==> config.mk <==
export PLATFORM = sky130hd
export DESIGN_NAME = fifo_slave_flow_ctrl
export DESIGN_NICKNAME = d
export VERILOG_FILES = /design/src/rtl/fifo_slave_pkg.sv /design/src/rtl/fifo_slave_debounce.sv /design/src/rtl/fifo_slave_flow_ctrl.sv
export SDC_FILE = /design/constraint.sdc
export NUM_CORES = 1
export LEC_CHECK = 0
export BUFFER_PORTS_ARGS = -buffer_cell sky130_fd_sc_hd__buf_4
export CELL_PAD_IN_SITES_DETAIL_PLACEMENT = 0
export CELL_PAD_IN_SITES_GLOBAL_PLACEMENT = 1
export CORE_MARGIN = 5
export CORE_UTILIZATION = 40
export DETAILED_ROUTE_END_ITERATION = 12
export PLACE_DENSITY = 0.78
export SYNTH_ARGS = -nofsm -noshare
export SYNTH_HDL_FRONTEND = slang
export SYNTH_HIERARCHICAL = 1
export SYNTH_SLANG_ARGS = --single-unit
export TNS_END_PERCENT = 5
==> constraint.sdc <==
create_clock -name PCLK -period 2.2 [get_ports PCLK]
set_clock_uncertainty 0.1 [all_clocks]
set_input_delay 0.33 -clock PCLK [delete_from_list [all_inputs] [get_ports PCLK]]
set_output_delay 0.33 -clock PCLK [all_outputs]
set_load 0.02 [all_outputs]
==> src/rtl/fifo_slave_pkg.sv <==
// Shared definitions for the CPLD-as-FIFO-slave flow controller and its helpers.
package fifo_slave_pkg;

    // Controller states: waiting for run, presenting source words,
    // accepting sink words, and the quiet period between bursts.
    typedef enum logic [1:0] {
        IDLE       = 2'd0,
        SRC_ACTIVE = 2'd1,
        SNK_ACTIVE = 2'd2,
        GAP        = 2'd3
    } state_t;

    // Direction encoding of the Mode input.
    localparam logic MODE_SOURCE = 1'b0;
    localparam logic MODE_SINK   = 1'b1;

    // Width of the host data bus handled by the counter/data block.
    localparam int DQ_WIDTH = 32;

    // Bits needed for a counter that runs 0 .. n-1; never narrower than one bit.
    function automatic int cnt_width(input int n);
        return (n < 2) ? 1 : $clog2(n);
    endfunction

endpackage

==> src/rtl/fifo_slave_debounce.sv <==
// Push-button conditioner: two-flop synchroniser followed by a stability
// filter. The filtered level only changes after the synchronised input has
// held a new value for STABLE_CYCLES consecutive clocks; rise pulses for one
// cycle when the filtered level goes 0 -> 1.
module fifo_slave_debounce
    import fifo_slave_pkg::*;
#(
    parameter int STABLE_CYCLES = 65536
) (
    input  logic clk,
    input  logic reset,
    input  logic button,
    output logic level,
    output logic rise
);

    localparam int CW = cnt_width(STABLE_CYCLES);
    localparam logic [CW-1:0] CNT_LAST = CW'(STABLE_CYCLES - 1);

    logic          sync_a;
    logic          sync_b;
    logic [CW-1:0] stable_cnt;
    logic          accept;

    // The candidate level is accepted on the cycle that completes the run of
    // STABLE_CYCLES consecutive samples differing from the current level.
    assign accept = (sync_b != level) && (stable_cnt == CNT_LAST);

    // Bring the asynchronous button into the clock domain.
    always_ff @(posedge clk) begin
        if (reset) begin
            sync_a <= 1'b0;
            sync_b <= 1'b0;
        end else begin
            sync_a <= button;
            sync_b <= sync_a;
        end
    end

    // Count how long the synchronised input has disagreed with the filtered
    // level; any agreeing sample restarts the count.
    always_ff @(posedge clk) begin
        if (reset) begin
            stable_cnt <= '0;
            level      <= 1'b0;
            rise       <= 1'b0;
        end else begin
            rise <= accept & sync_b;
            if (sync_b == level) begin
                stable_cnt <= '0;
            end else if (accept) begin
                level      <= sync_b;
                stable_cnt <= '0;
            end else begin
                stable_cnt <= stable_cnt + CW'(1);
            end
        end
    end

endmodule

==> src/rtl/fifo_slave_flow_ctrl.sv <==
// Burst flow controller for the CPLD-as-FIFO-slave datapath. Presents the
// emulated FIFO flags to the host, turns host strobes into advance/capture
// pulses for the data source and sink, sequences bursts separated by quiet
// gaps, and flags host protocol violations.
module fifo_slave_flow_ctrl
    import fifo_slave_pkg::*;
#(
    parameter int BURST_WORDS     = 1024,
    parameter int GAP_CYCLES      = 16,
    parameter int DEBOUNCE_CYCLES = 65536
) (
    input  logic       PCLK,
    input  logic       RESET,
    input  logic       WR_n,
    input  logic       RD_n,
    input  logic       OE_n,
    input  logic       PushButton,
    input  logic       Mode,
    output logic       WR_FIFO_Full,
    output logic       RD_FIFO_Empty,
    output logic       LastRDData,
    output logic       src_advance,
    output logic       snk_capture,
    output logic       dq_oe,
    output logic       run,
    output logic [7:0] burst_count,
    output logic       proto_err
);

    localparam int WC_W = cnt_width(BURST_WORDS);
    localparam int GC_W = cnt_width(GAP_CYCLES);
    localparam logic [WC_W-1:0] LAST_WORD = WC_W'(BURST_WORDS - 1);
    localparam logic [GC_W-1:0] GAP_LAST  = GC_W'(GAP_CYCLES - 1);

    state_t          state;
    state_t          state_next;
    logic [WC_W-1:0] word_cnt;
    logic [WC_W-1:0] word_cnt_next;
    logic [GC_W-1:0] gap_cnt;
    logic [GC_W-1:0] gap_cnt_next;

    logic run_req;
    logic btn_level;
    logic btn_rise;

    logic rd_strobe;
    logic wr_strobe;
    logic oe_active;
    logic read_ok;
    logic write_ok;
    logic strobe_err;
    logic burst_done;
    logic leaving_idle;

    fifo_slave_debounce #(
        .STABLE_CYCLES(DEBOUNCE_CYCLES)
    ) u_button (
        .clk   (PCLK),
        .reset (RESET),
        .button(PushButton),
        .level (btn_level),
        .rise  (btn_rise)
    );

    assign rd_strobe = ~RD_n;
    assign wr_strobe = ~WR_n;
    assign oe_active = ~OE_n;

    // A strobe is honoured only in its own active state and never when both
    // strobes collide; anything else is a protocol violation.
    assign read_ok    = rd_strobe & oe_active & ~wr_strobe & (state == SRC_ACTIVE);
    assign write_ok   = wr_strobe & ~rd_strobe & (state == SNK_ACTIVE);
    assign strobe_err = (rd_strobe & (state != SRC_ACTIVE))
                      | (wr_strobe & (state != SNK_ACTIVE))
                      | (rd_strobe & wr_strobe);

    assign dq_oe = oe_active & (state == SRC_ACTIVE);

    // While idle the LED follows the run request; once a burst has started it
    // stays lit until the controller is back in IDLE.
    assign run = (state == IDLE) ? run_req : 1'b1;

    // Next-state logic: burst sequencing, word and gap counting, strobe pulses.
    always_comb begin
        state_next    = state;
        word_cnt_next = word_cnt;
        gap_cnt_next  = gap_cnt;
        burst_done    = 1'b0;
        leaving_idle  = 1'b0;
        src_advance   = 1'b0;
        snk_capture   = 1'b0;

        case (state)
            IDLE: begin
                word_cnt_next = '0;
                gap_cnt_next  = '0;
                if (run_req) begin
                    leaving_idle = 1'b1;
                    state_next   = (Mode == MODE_SINK) ? SNK_ACTIVE : SRC_ACTIVE;
                end
            end

            SRC_ACTIVE: begin
                if (read_ok) begin
                    src_advance = 1'b1;
                    if (word_cnt == LAST_WORD) begin
                        burst_done    = 1'b1;
                        word_cnt_next = '0;
                        gap_cnt_next  = '0;
                        state_next    = GAP;
                    end else begin
                        word_cnt_next = word_cnt + WC_W'(1);
                    end
                end
            end

            SNK_ACTIVE: begin
                if (write_ok) begin
                    snk_capture = 1'b1;
                    if (word_cnt == LAST_WORD) begin
                        burst_done    = 1'b1;
                        word_cnt_next = '0;
                        gap_cnt_next  = '0;
                        state_next    = GAP;
                    end else begin
                        word_cnt_next = word_cnt + WC_W'(1);
                    end
                end
            end

            GAP: begin
                if (gap_cnt == GAP_LAST) begin
                    gap_cnt_next = '0;
                    if (run_req) begin
                        state_next = (Mode == MODE_SINK) ? SNK_ACTIVE : SRC_ACTIVE;
                    end else begin
                        state_next = IDLE;
                    end
                end else begin
                    gap_cnt_next = gap_cnt + GC_W'(1);
                end
            end

            default: begin
                state_next    = IDLE;
                word_cnt_next = '0;
                gap_cnt_next  = '0;
            end
        endcase
    end

    // State and counter registers; reset discards any partial burst.
    always_ff @(posedge PCLK) begin
        if (RESET) begin
            state    <= IDLE;
            word_cnt <= '0;
            gap_cnt  <= '0;
        end else begin
            state    <= state_next;
            word_cnt <= word_cnt_next;
            gap_cnt  <= gap_cnt_next;
        end
    end

    // Host-visible flags are registered from the next state so they are
    // clean and already valid on the first cycle of each state.
    always_ff @(posedge PCLK) begin
        if (RESET) begin
            WR_FIFO_Full  <= 1'b1;
            RD_FIFO_Empty <= 1'b1;
            LastRDData    <= 1'b0;
        end else begin
            WR_FIFO_Full  <= (state_next != SNK_ACTIVE);
            RD_FIFO_Empty <= (state_next != SRC_ACTIVE);
            LastRDData    <= (state_next == SRC_ACTIVE) && (word_cnt_next == LAST_WORD);
        end
    end

    // Each filtered press of the button flips the run request.
    always_ff @(posedge PCLK) begin
        if (RESET) begin
            run_req <= 1'b0;
        end else if (btn_rise && btn_level) begin
            run_req <= ~run_req;
        end
    end

    // Completed bursts, wrapping naturally at 8 bits.
    always_ff @(posedge PCLK) begin
        if (RESET) begin
            burst_count <= 8'd0;
        end else if (burst_done) begin
            burst_count <= burst_count + 8'd1;
        end
    end

    // Sticky protocol error; a fresh start out of IDLE wipes the slate.
    always_ff @(posedge PCLK) begin
        if (RESET) begin
            proto_err <= 1'b0;
        end else if (leaving_idle) begin
            proto_err <= 1'b0;
        end else if (strobe_err) begin
            proto_err <= 1'b1;
        end
    end

endmodule
==> results of run 1 <==
-- how the worst max path moves through the flow --
stage                         from                     to  slack, ns
4_1_cts        state[1]$_SDFF_PP0_  LastRDData$_SDFF_PP0_       0.02
6_report       state[1]$_SDFF_PP0_  LastRDData$_SDFF_PP0_       0.10
2_1_floorplan  state[0]$_SDFF_PP0_  LastRDData$_SDFF_PP0_      0.009
3_3_place_gp   state[1]$_SDFF_PP0_  LastRDData$_SDFF_PP0_      -0.01
5_1_grt        state[1]$_SDFF_PP0_  LastRDData$_SDFF_PP0_     -0.008
3_5_place_dp   state[1]$_SDFF_PP0_  LastRDData$_SDFF_PP0_      -0.08
-- metal layers --
| metal | up-vias | GRT usage, % |
|---|---|---|
| met1 | 1046 | 18.93 |
| met4 | 0 | 4.715 |
| li1 | 1131 | - |
| met5 | - | 0 |
| met2 | 33 | 22.44 |
| met3 | 8 | 3.088 |
-- per-stage QoR --
step | instance area [µm²] | total power [W]
final | 3142 | 0.002058
after CTS | 3039 | 0.002019
after floorplan | 2575 | 0.001239
after global placement | 2928 | 0.001435
after global routing | 3142 | 0.002170
after detailed placement | 2928 | 0.001437
-- sequential cells by signal, summed over array words and instances, names as in the netlist --
| signal | flops |
|---|---|
| LastRDData | 1 |
| RD_FIFO_Empty | 1 |
| WR_FIFO_Full | 1 |
| burst_count | 8 |
| gap_cnt | 4 |
| proto_err | 1 |
| run_req | 1 |
| state | 2 |
| u_button/level | 1 |
| u_button/rise | 1 |
| u_button/stable_cnt | 16 |
| u_button/sync_a | 1 |
| u_button/sync_b | 1 |
| word_cnt | 10 |
-- cells in the final DEF (no fill, tap or decap), drive strengths merged, types with 2 or more instances in the layout --
master,netlist,routed
a211oi,6,6
a21oi,12,12
a311oi,3,3
a31oi,2,2
and2,3,3
and3,10,10
and4,3,3
buf,7,48
clkbuf,3,6
dfxtp,49,49
ha,9,9
inv,12,13
mux2i,3,3
nand2,17,17
nand2b,6,6
nand3,16,16
nand4,9,9
nor2,46,46
nor2b,4,4
nor3,6,6
nor3b,3,3
nor4,7,7
o2111ai,2,2
o211ai,4,4
o21ai,8,8
or2,2,2
xnor2,15,15
xor2,8,8
-- where the power goes --
part | total, W | leakage [nW] | internal, W | switching [W]
clock network | 0.000580 | 0.0478 | 0.000259 | 0.000320
logic | 0.000549 | 0.725 | 0.000242 | 0.000307
registers | 0.000930 | 0.397 | 0.000915 | 0.0000148
total | 0.00206 | 1.17 | 0.00142 | 0.000642
-- area by class of cell --
type / instances / area (µm²)
fill: 624 / 3136
multi-input combinational: 221 / 1554
sequential: 49 / 983.4
timing repair buffer: 48 / 364.1
tap: 77 / 96.34
clock buffer: 6 / 82.58
inverter: 12 / 45.04
clock inverter: 2 / 16.27
-- logic make-up after synthesis --
group | after synthesis | share of synthesized area, %
XOR/XNOR | 23 | 7.865
AO/OA/AOI/OAI | 47 | 13.00
adder cells (fa/ha/maj) | 9 | 4.397
buffers and inverters | 22 | 4.543
flip-flops | 49 | 38.30
AND/OR/NAND/NOR | 138 | 30.29
multiplexers | 4 | 1.612
-- what timing repair did --
action / 4_1_cts / 5_1_grt
endpoints found under the hold margin: 0 / 0
pin swaps: 0 / 13
setup endpoints to repair: 1 / 8
setup buffers: 0 / 4
gates resized for setup: 5 / 17
==> run_results.csv, run 1 <==
group,metric,value,unit
run_status,status,"complete, no violations",
final_layout,syn_to_final_growth,22.67,%
worst_setup_path,worstSetupPathDepth,7,
logic_synthesis,synthTopCellsByArea,"dfxtp_1, nor2_1, xnor2_1",
worst_setup_path,crit_required,2.35,ns
drt,wl_met3,209,µm
worst_setup_path,path_delay_family,"compound AO/OA/AOI/OAI gates",
min_path,holdPathEnd,"u_button/sync_b$_SDFF_PP0_",
worst_setup_path,worstPathMaxFanout,7,
drt,wl_per_cell,13.51,µm
sta,hold_ws,0.1272,ns
worst_setup_path,slowest_delay,0.56,ns
worst_setup_path,critPathBufInv,1,
worst_setup_path,reg2reg_from,"state[1]$_SDFF_PP0_",
placement,place_inst,403,
drt,routed_wl,5.606,mm
logic_synthesis,synth_edf_count,0,
grt,antenna_found_initial,0,
power,power_density,655.2,mW/mm²
placement,hpwlAfterDp,4.031,mm
clock_tree,worstSkewPairLatency,0.31,ns
clock_tree,holdBufCountCts,0,
die,rows,29,
logic_synthesis,ys.flop_type,"dfxtp_1",
logic_synthesis,synth_top_area_share,38.30,%
drt,drtAntennaViolNets,0,
die,die_h,90.02,µm
sta,slew-limit-headroom,64.01,%
logic_synthesis,yosysWarnings,6,
logic_synthesis,synth_area_per_cell,8.771,µm²
grt,grt_max_degree,27,
clock_tree,clk_path_buf_depth,2,
grt,grt_pass1_vias,2078,
worst_setup_path,reg2regPathDepth,7,
final_layout,n_antenna_cell,0,
clock_tree,clk_pin_slew,0.10,ns
clock_tree,clock_sinks,49,
clock_tree,cts_tree,"built",
min_path,holdPathStages,2,
sta,setup_violations,0,
final_layout,fin_util,50.05,%
worst_setup_path,cp-end-kind,"register",
logic_synthesis,synth_cell_type_count,56,
sta,max_freq,476.6,MHz
placement,io_buffers,22,
die,core,0.006277,mm²
worst_setup_path,ff2ff_setup_slack,0.10,ns
drt,drc_errors,0,
die,die_area,0.008104,mm²
drt,num_vias,2218,
logic_synthesis,yosysTopAreaCell,"dfxtp_1",
logic_synthesis,synthCells,292,
logic_synthesis,synth_most_common_cell,"dfxtp_1",
drt,dr.first_iter.drc_count,99,
die,ioPinCount,23,
worst_setup_path,critical_path.slowest_cell,"o41ai_1",
logic_synthesis,mappedNetlistNets,308,
worst_setup_path,timing.rr.end,"LastRDData$_SDFF_PP0_",
drt,highest_layer,"met4",
worst_setup_path,cp_cell_sequence,"inv_1 > ha_4 > and4bb_4 > o21ai_4 > o41ai_1 > o21ba_4 > and4b_1",
sta,tightest_slew,0.5328,ns
grt,grt_pass1_wl,9.680,mm
worst_setup_path,worstSetupStartpointType,"register",
power,vdd_drop_max,0.3379,mV
min_path,hold_class,"input port to register",
sta,final_hold_viol_count,0,
logic_synthesis,synthTopCellsByCount,"dfxtp_1, nor2_1, nand2_1",
flow_run,drv_cap,0,
logic_synthesis,synth-seq-cells,49,
sta,fin_ws,0.1019,ns
drt,drt-met1-wl,2.712,mm
placement,pre_cts_ws,-0.07660,ns
drt,drtPass1Iterations,4,
clock_tree,htreeDepth,2,
die,start_util,40.80,%
drt,viasPerCell,5.345,
grt,grt-ovfl-total,0,
sta,post-route-period-util,95.37,%
clock_tree,cts-buffers-inserted,5,
sta,finalCriticalPeriod,2.098,ns
min_path,min_from,"RESET",
die,die_w,90.02,µm
worst_setup_path,critPathArrivalTime,2.25,ns
placement,place_congestion,0.8529,
final_layout,drive_gt1_share,26.63,%
grt,grt.total_usage,14.12,%
sta,final.setup.tns,0,ns
drt,dr_wl_met2,2.612,mm
sta,drv_slew,0,
logic_synthesis,seq_area_frac_synth,38.30,%
logic_synthesis,synthArstFlopShare,0,%
power,power_leakage,1.170,nW
clock_tree,cts_root_buf,"clkbuf_8",
logic_synthesis,synth_area,0.002561,mm²
worst_setup_path,worstSetupPathType,"register to register",
final_layout,stdcell_count,415,
final_layout,fin_nets,353,
Note: power is estimated with default switching activity, not from simulation.
==> inputs of run 2 (changes only) <==
PLACE_DENSITY = 0.85   (was 0.78)
==> run_results.csv, run 2 (synthesized netlist as in run 1, its figures left out) <==
group,metric,value,unit
run_status,status,"complete, no violations",
die,rows,29,
sta,tightest_slew,0.4386,ns
final_layout,final_common_cell,"buf_4",
power,power_leakage,1.189,nW
power,pwr-share-clk,26.8,%
drt,num_vias,2260,
grt,grt_pass1_wl,10.31,mm
drt,wl_per_cell,13.88,µm
power,vdd_drop_max,0.3158,mV
sta,final.setup.tns,0,ns
final_layout,regMostFlops,"u_button/stable_cnt",
clock_tree,worstSkewPairLatency,0.31,ns
final_layout,layout_common_cells,"buf_4, dfxtp_1, nor2_1, nand2_1, xnor2_1",
clock_tree,clock_sinks,49,
die,start_util,40.80,%
die,die_area,0.008104,mm²
placement,place_congestion,0.8923,
power,netSwitchingPower,0.0006245,W
worst_setup_path,worstSetupStartpointType,"register",
clock_tree,clk_pin_slew,0.10,ns
sta,post-route-period-util,96.18,%
placement,hpwlAfterDp,4.111,mm
grt,antenna_found_initial,0,
final_layout,drive_gt1_share,26.32,%
power,p_seq_share,46.9,%
worst_setup_path,slowest_delay,0.34,ns
placement,io_buffers,22,
final_layout,syn_to_final_growth,22.72,%
flow_run,drv_cap,0,
sta,finalCriticalPeriod,2.116,ns
sta,setup_violations,0,
drt,viasPerCell,5.394,
worst_setup_path,crit_required,2.31,ns
clock_tree,cts_tree,"built",
final_layout,fin_nets,357,
final_layout,nFillCells,628,
power,p_comb_share,26.3,%
clock_tree,cts-buffers-inserted,5,
worst_setup_path,critPathArrivalTime,2.23,ns
clock_tree,htreeDepth,2,
final_layout,multi_input_area,0.001538,mm²
die,die_h,90.02,µm
grt,grt.total_usage,14.87,%
grt,grt_max_degree,28,
grt,met1_usage,19.98,%
worst_setup_path,path_delay_family,"simple AND/OR/NAND/NOR gates",
power,internal_power,0.001366,W
grt,met2_usage,22.93,%
die,core,0.006277,mm²
worst_setup_path,worstSetupPathType,"register to register",
grt,grt_busiest_layer,"met2",
sta,max_freq,472.6,MHz
worst_setup_path,critPathBufInv,1,
clock_tree,holdBufCountCts,0,
final_layout,n_antenna_cell,0,
sta,final_hold_viol_count,0,
worst_setup_path,cp_cell_sequence,"inv_1 > ha_1 > and3b_2 > or2_4 > and3_1 > a211oi_2 > o21ba_2 > and4b_1",
die,die_w,90.02,µm
final_layout,largest_reg_flops,16,
power,switching_share,31.37,%
drt,drc_errors,0,
clock_tree,cts_root_buf,"clkbuf_8",
sta,hold_ws,0.1251,ns
min_path,hold_class,"input port to register",
final_layout,reg_top3,"u_button/stable_cnt (16), word_cnt (10), burst_count (8)",
worst_setup_path,worstPathMaxFanout,6,
die,ioPinCount,23,
final_layout,seq_area,983.4,µm²
drt,dr.first_iter.drc_count,112,
power,power_density,633.5,mW/mm²
worst_setup_path,critical_path.slowest_cell,"dfxtp_2",
grt,grt_pass1_vias,2250,
sta,slew-limit-headroom,70.38,%
drt,routed_wl,5.817,mm
drt,drtPass1Iterations,5,
clock_tree,clk_path_buf_depth,2,
grt,met3_usage,3.339,%
sta,drv_slew,0,
worst_setup_path,cp-end-kind,"register",
grt,grt-ovfl-total,0,
drt,drtAntennaViolNets,0,
## run 2: cell types whose count changed in the layout (fill, tap and decap cells not counted), sizes merged
cell	delta
clkinv	+1
clkinvlp	-1
buf	+4
## run 2: worst paths after layout
kind                                            startpoint                          to  slack [ns]  depth (start not counted)
worst max-delay path                   state[0]$_SDFF_PP0_       LastRDData$_SDFF_PP0_        0.08                          8
worst min-delay path                                 RESET  u_button/sync_a$_SDFF_PP0_        0.13                          2
worst max register to register         state[0]$_SDFF_PP0_       LastRDData$_SDFF_PP0_        0.08                          8
worst min register to register  u_button/sync_a$_SDFF_PP0_  u_button/sync_b$_SDFF_PP0_        0.36                          1
## run 2: area by class of cell
cell class	count	area share [%]
Inverter	12	1.433
Clock buffer	6	2.309
Multi-Input combinational cell	221	48.93
Clock inverter	2	0.4379
Tap cell	77	3.065
Sequential cell	49	31.29
Timing Repair Buffer	52	12.54
## run 2: worst register-to-register path: stages (launching register included)
cell      delay, ns
dfxtp_2        0.34
inv_1          0.05
ha_1           0.20
and3b_2        0.25
or2_4          0.29
and3_1         0.18
a211oi_2       0.23
o21ba_2        0.19
and4b_1        0.18
## run 2: metal layers
| layer | routed length, µm | part of all wire, % |
|---|---|---|
| met1 | 2863 | 49 |
| met2 | 2661 | 46 |
| met3 | 186 | 3.2 |
| met4 | 104 | 1.8 |
| met5 | 0 | 0 |
## run 2: power by group through the flow
stage	sequential, W	combinational, W	clock [W]
global placement	0.000950	0.000475	0
detailed placement	0.000951	0.000481	0
finish	0.000933	0.000524	0.000534
floorplan	0.000966	0.000273	0
CTS	0.000932	0.000490	0.000558
global route	0.000938	0.000578	0.000598
## run 2: per-stage QoR
| stage | instance area, µm² | setup slack, ns | cells | utilization [%] | power (W) |
|---|---|---|---|---|---|
| after CTS | 3068 | 0.02147 | 414 | 48.87 | 0.001980 |
| after detailed placement | 2943 | -0.05868 | 405 | 46.88 | 0.001432 |
| after global routing | 3143 | -0.01018 | 419 | 50.07 | 0.002114 |
| after floorplan | 2575 | 0.009095 | 292 | - | 0.001239 |
| after global placement | 2943 | 0.03357 | 405 | 46.88 | 0.001424 |
| final | 3143 | 0.08399 | 419 | 50.07 | 0.001991 |
## run 2: what timing repair did
action                     in CTS  in global routing
resized for setup               8                 10
setup endpoints to repair       1                  6
buffers inserted                1                  5
pin swaps                       4                 10
==> inputs of run 3 (changes only) <==
PLACE_DENSITY = 0.86   (was 0.85)
SYNTH_HIERARCHICAL = default   (was 1)
==> run_results.csv, run 3 <==
group,metric,value,unit
die,ioPinCount,23,
clock_tree,cts_tree,"built",
worst_setup_path,worstPathMaxFanout,9,
grt,met2_usage,27.81,%
logic_synthesis,synth-xor-area-share,7.585,%
final_layout,nFillCells,553,
logic_synthesis,synth_fa_ha_area_share,4.644,%
min_path,hold_class,"input port to register",
sta,setup_violations,1,
drt,viasPerCell,5.154,
drt,wl_per_cell,13.00,µm
worst_setup_path,reg2reg_from,"word_cnt[0]$_SDFF_PP0_",
grt,met1_usage,19.40,%
clock_tree,htreeDepth,2,
run_status,violations,"setup timing",
drt,drc_errors,0,
logic_synthesis,synth_edf_count,0,
logic_synthesis,synth_cell_type_count,48,
logic_synthesis,yosysTopAreaCell,"dfxtp_1",
logic_synthesis,synthMuxAreaShare,1.651,%
worst_setup_path,cp-end-kind,"register",
placement,place_congestion,0.8353,
grt,grt.total_usage,15.72,%
grt,grt_pass1_wl,9.804,mm
die,die_area,0.007719,mm²
final_layout,largest_reg_flops,16,
placement,dpl-instance-area,0.003156,mm²
logic_synthesis,synth_top_area_share,40.45,%
worst_setup_path,worstSetupPathType,"register to register",
drt,routed_wl,5.748,mm
clock_tree,worstSkewPairLatency,0.30,ns
final_layout,stdcell_count,442,
min_path,holdPathStages,2,
power,power_leakage,1.333,nW
drt,drtPass1Iterations,4,
run_status,status,"finished with violations",
worst_setup_path,reg2regPathDepth,10,
worst_setup_path,slowest_delay,0.49,ns
worst_setup_path,worstSetupStartpointType,"register",
die,start_util,40.96,%
sta,finalCriticalPeriod,2.302,ns
logic_synthesis,synthTopCellsByArea,"dfxtp_1, nor2_1, xor2_1",
sta,slew-limit-headroom,73.43,%
placement,pre_cts_ws,-0.1357,ns
worst_setup_path,crit_required,2.32,ns
die,die_w,87.86,µm
worst_setup_path,critical_path.slowest_cell,"or4_1",
final_layout,multi_input_area,0.001488,mm²
worst_setup_path,ff2ff_setup_slack,-0.10,ns
final_layout,seq_area,988.4,µm²
grt,met3_usage,3.010,%
logic_synthesis,ys.flop_type,"dfxtp_1",
sta,grt_setup_unrepaired,"yes",
final_layout,drive_gt1_share,31.06,%
worst_setup_path,critPathBufInv,3,
drt,num_vias,2278,
placement,place_inst,433,
sta,final.setup.tns,-0.1021,ns
logic_synthesis,synth-seq-cells,49,
clock_tree,holdBufCountCts,0,
sta,post-route-period-util,104.6,%
power,power_density,744.1,mW/mm²
drt,dr.first_iter.drc_count,62,
logic_synthesis,synthArstFlopShare,0,%
grt,grt_pass1_vias,2221,
logic_synthesis,synth_area,0.002425,mm²
worst_setup_path,worstSetupPathDepth,10,
placement,io_buffers,22,
grt,antenna_found_initial,0,
logic_synthesis,yosysWarnings,0,
final_layout,n_antenna_cell,0,
clock_tree,clk_path_buf_depth,2,
final_layout,regMostFlops,"u_button.stable_cnt",
logic_synthesis,synth-compound-area-share,12.90,%
placement,hpwlAfterDp,4.297,mm
die,die_h,87.86,µm
worst_setup_path,path_delay_family,"simple AND/OR/NAND/NOR gates",
grt,grt_busiest_layer,"met2",
final_layout,final_common_cell,"buf_4",
grt,grt-ovfl-total,0,
logic_synthesis,synth_area_per_cell,8.478,µm²
worst_setup_path,cp_cell_sequence,"ha_4 > nand3_4 > nor4_4 > buf_12 > buf_6 > buf_4 > nor3_1 > a211oi_1 > or4_1 > nor4_2",
logic_synthesis,synth_top_family_by_area,"simple AND/OR/NAND/NOR gates",
final_layout,reg_top3,"u_button.stable_cnt (16), word_cnt (10), burst_count (8)",
final_layout,layout_common_cells,"buf_4, nor2_1, dfxtp_1, nand2_1",
sta,tightest_slew,0.3971,ns
sta,max_freq,434.4,MHz
final_layout,fin_nets,382,
final_layout,syn_to_final_growth,37.82,%
grt,grt_max_degree,29,
logic_synthesis,synth_most_common_cell,"dfxtp_1",
worst_setup_path,critPathArrivalTime,2.42,ns
drt,drtAntennaViolNets,0,
final_layout,final_area,0.003342,mm²
clock_tree,cts-buffers-inserted,5,
worst_setup_path,timing.rr.end,"LastRDData$_SDFF_PP0_",
power,vdd_drop_max,0.4683,mV
logic_synthesis,synthTopCellsByCount,"dfxtp_1, nor2_1, nand2_1",
min_path,holdPathEnd,"u_button.sync_a$_SDFF_PP0_",
logic_synthesis,yosys.area_share.simple,29.88,%
clock_tree,cts_root_buf,"clkbuf_8",
flow_run,drv_cap,0,
sta,final_hold_viol_count,0,
logic_synthesis,mappedNetlistNets,302,
clock_tree,clock_sinks,49,
min_path,min_from,"PushButton",
die,rows,28,
logic_synthesis,synthCells,286,
sta,fin_ws,-0.1021,ns
sta,drv_slew,0,
die,core,0.005921,mm²
clock_tree,clk_pin_slew,0.09,ns
logic_synthesis,seq_area_frac_synth,40.45,%
[run 3: area by class of cell]
class	count	share of cell area (%)
multi-input combinational	219	44.52
sequential	49	29.58
timing repair buffer	80	18.46
tap	75	2.808
clock buffer	6	2.171
inverter	11	1.310
clock inverter	2	1.161
[run 3: kinds of logic after synthesis]
group                      after synthesis
AOI/OAI and AO/OA                       47
and+or+nand+nor                        138
xor gates and xnor gates                21
adders and majority gates                9
muxes                                    4
buffers and inverters                   18
DFF                                     49
[run 3: worst max-delay path by stage]
| stage | startpoint | endpoint | slack (ns) |
|---|---|---|---|
| floorplan | word_cnt[0]$_SDFF_PP0_ | LastRDData$_SDFF_PP0_ | 0.00005 |
| global placement | state[1]$_SDFF_PP0_ | LastRDData$_SDFF_PP0_ | -0.07 |
| detailed placement | state[1]$_SDFF_PP0_ | LastRDData$_SDFF_PP0_ | -0.14 |
| CTS | state[1]$_SDFF_PP0_ | LastRDData$_SDFF_PP0_ | -0.13 |
| global route | state[0]$_SDFF_PP0_ | LastRDData$_SDFF_PP0_ | -0.26 |
| finish | word_cnt[0]$_SDFF_PP0_ | LastRDData$_SDFF_PP0_ | -0.10 |
[run 3: per-stage QoR]
step	power, W	util (%)	hold WS (ns)
finish	0.002487	56.45	0.1471
global route	0.002643	56.45	0.1361
CTS	0.002501	55.33	0.1417
detailed placement	0.001844	53.30	0.3360
global placement	0.001836	53.30	0.3349
floorplan	0.001476	-	0.3138
[run 3: where the power goes]
group | switching, W | internal (W)
logic | 0.000452 | 0.000418
registers | 0.0000342 | 0.000932
clock network | 0.000309 | 0.000342
[run 3: layer usage]
metal  wire length [µm]  vias to the layer above
li1                   -                     1179
met1               2586                     1052
met2               2838                       40
met3                249                        7
met4                 74                        0
met5                  0                        -
[run 3: what timing repair did]
item,CTS,global route
resized for setup,4,14
setup endpoints to repair,3,4
pin swaps,0,5
setup buffers,0,1
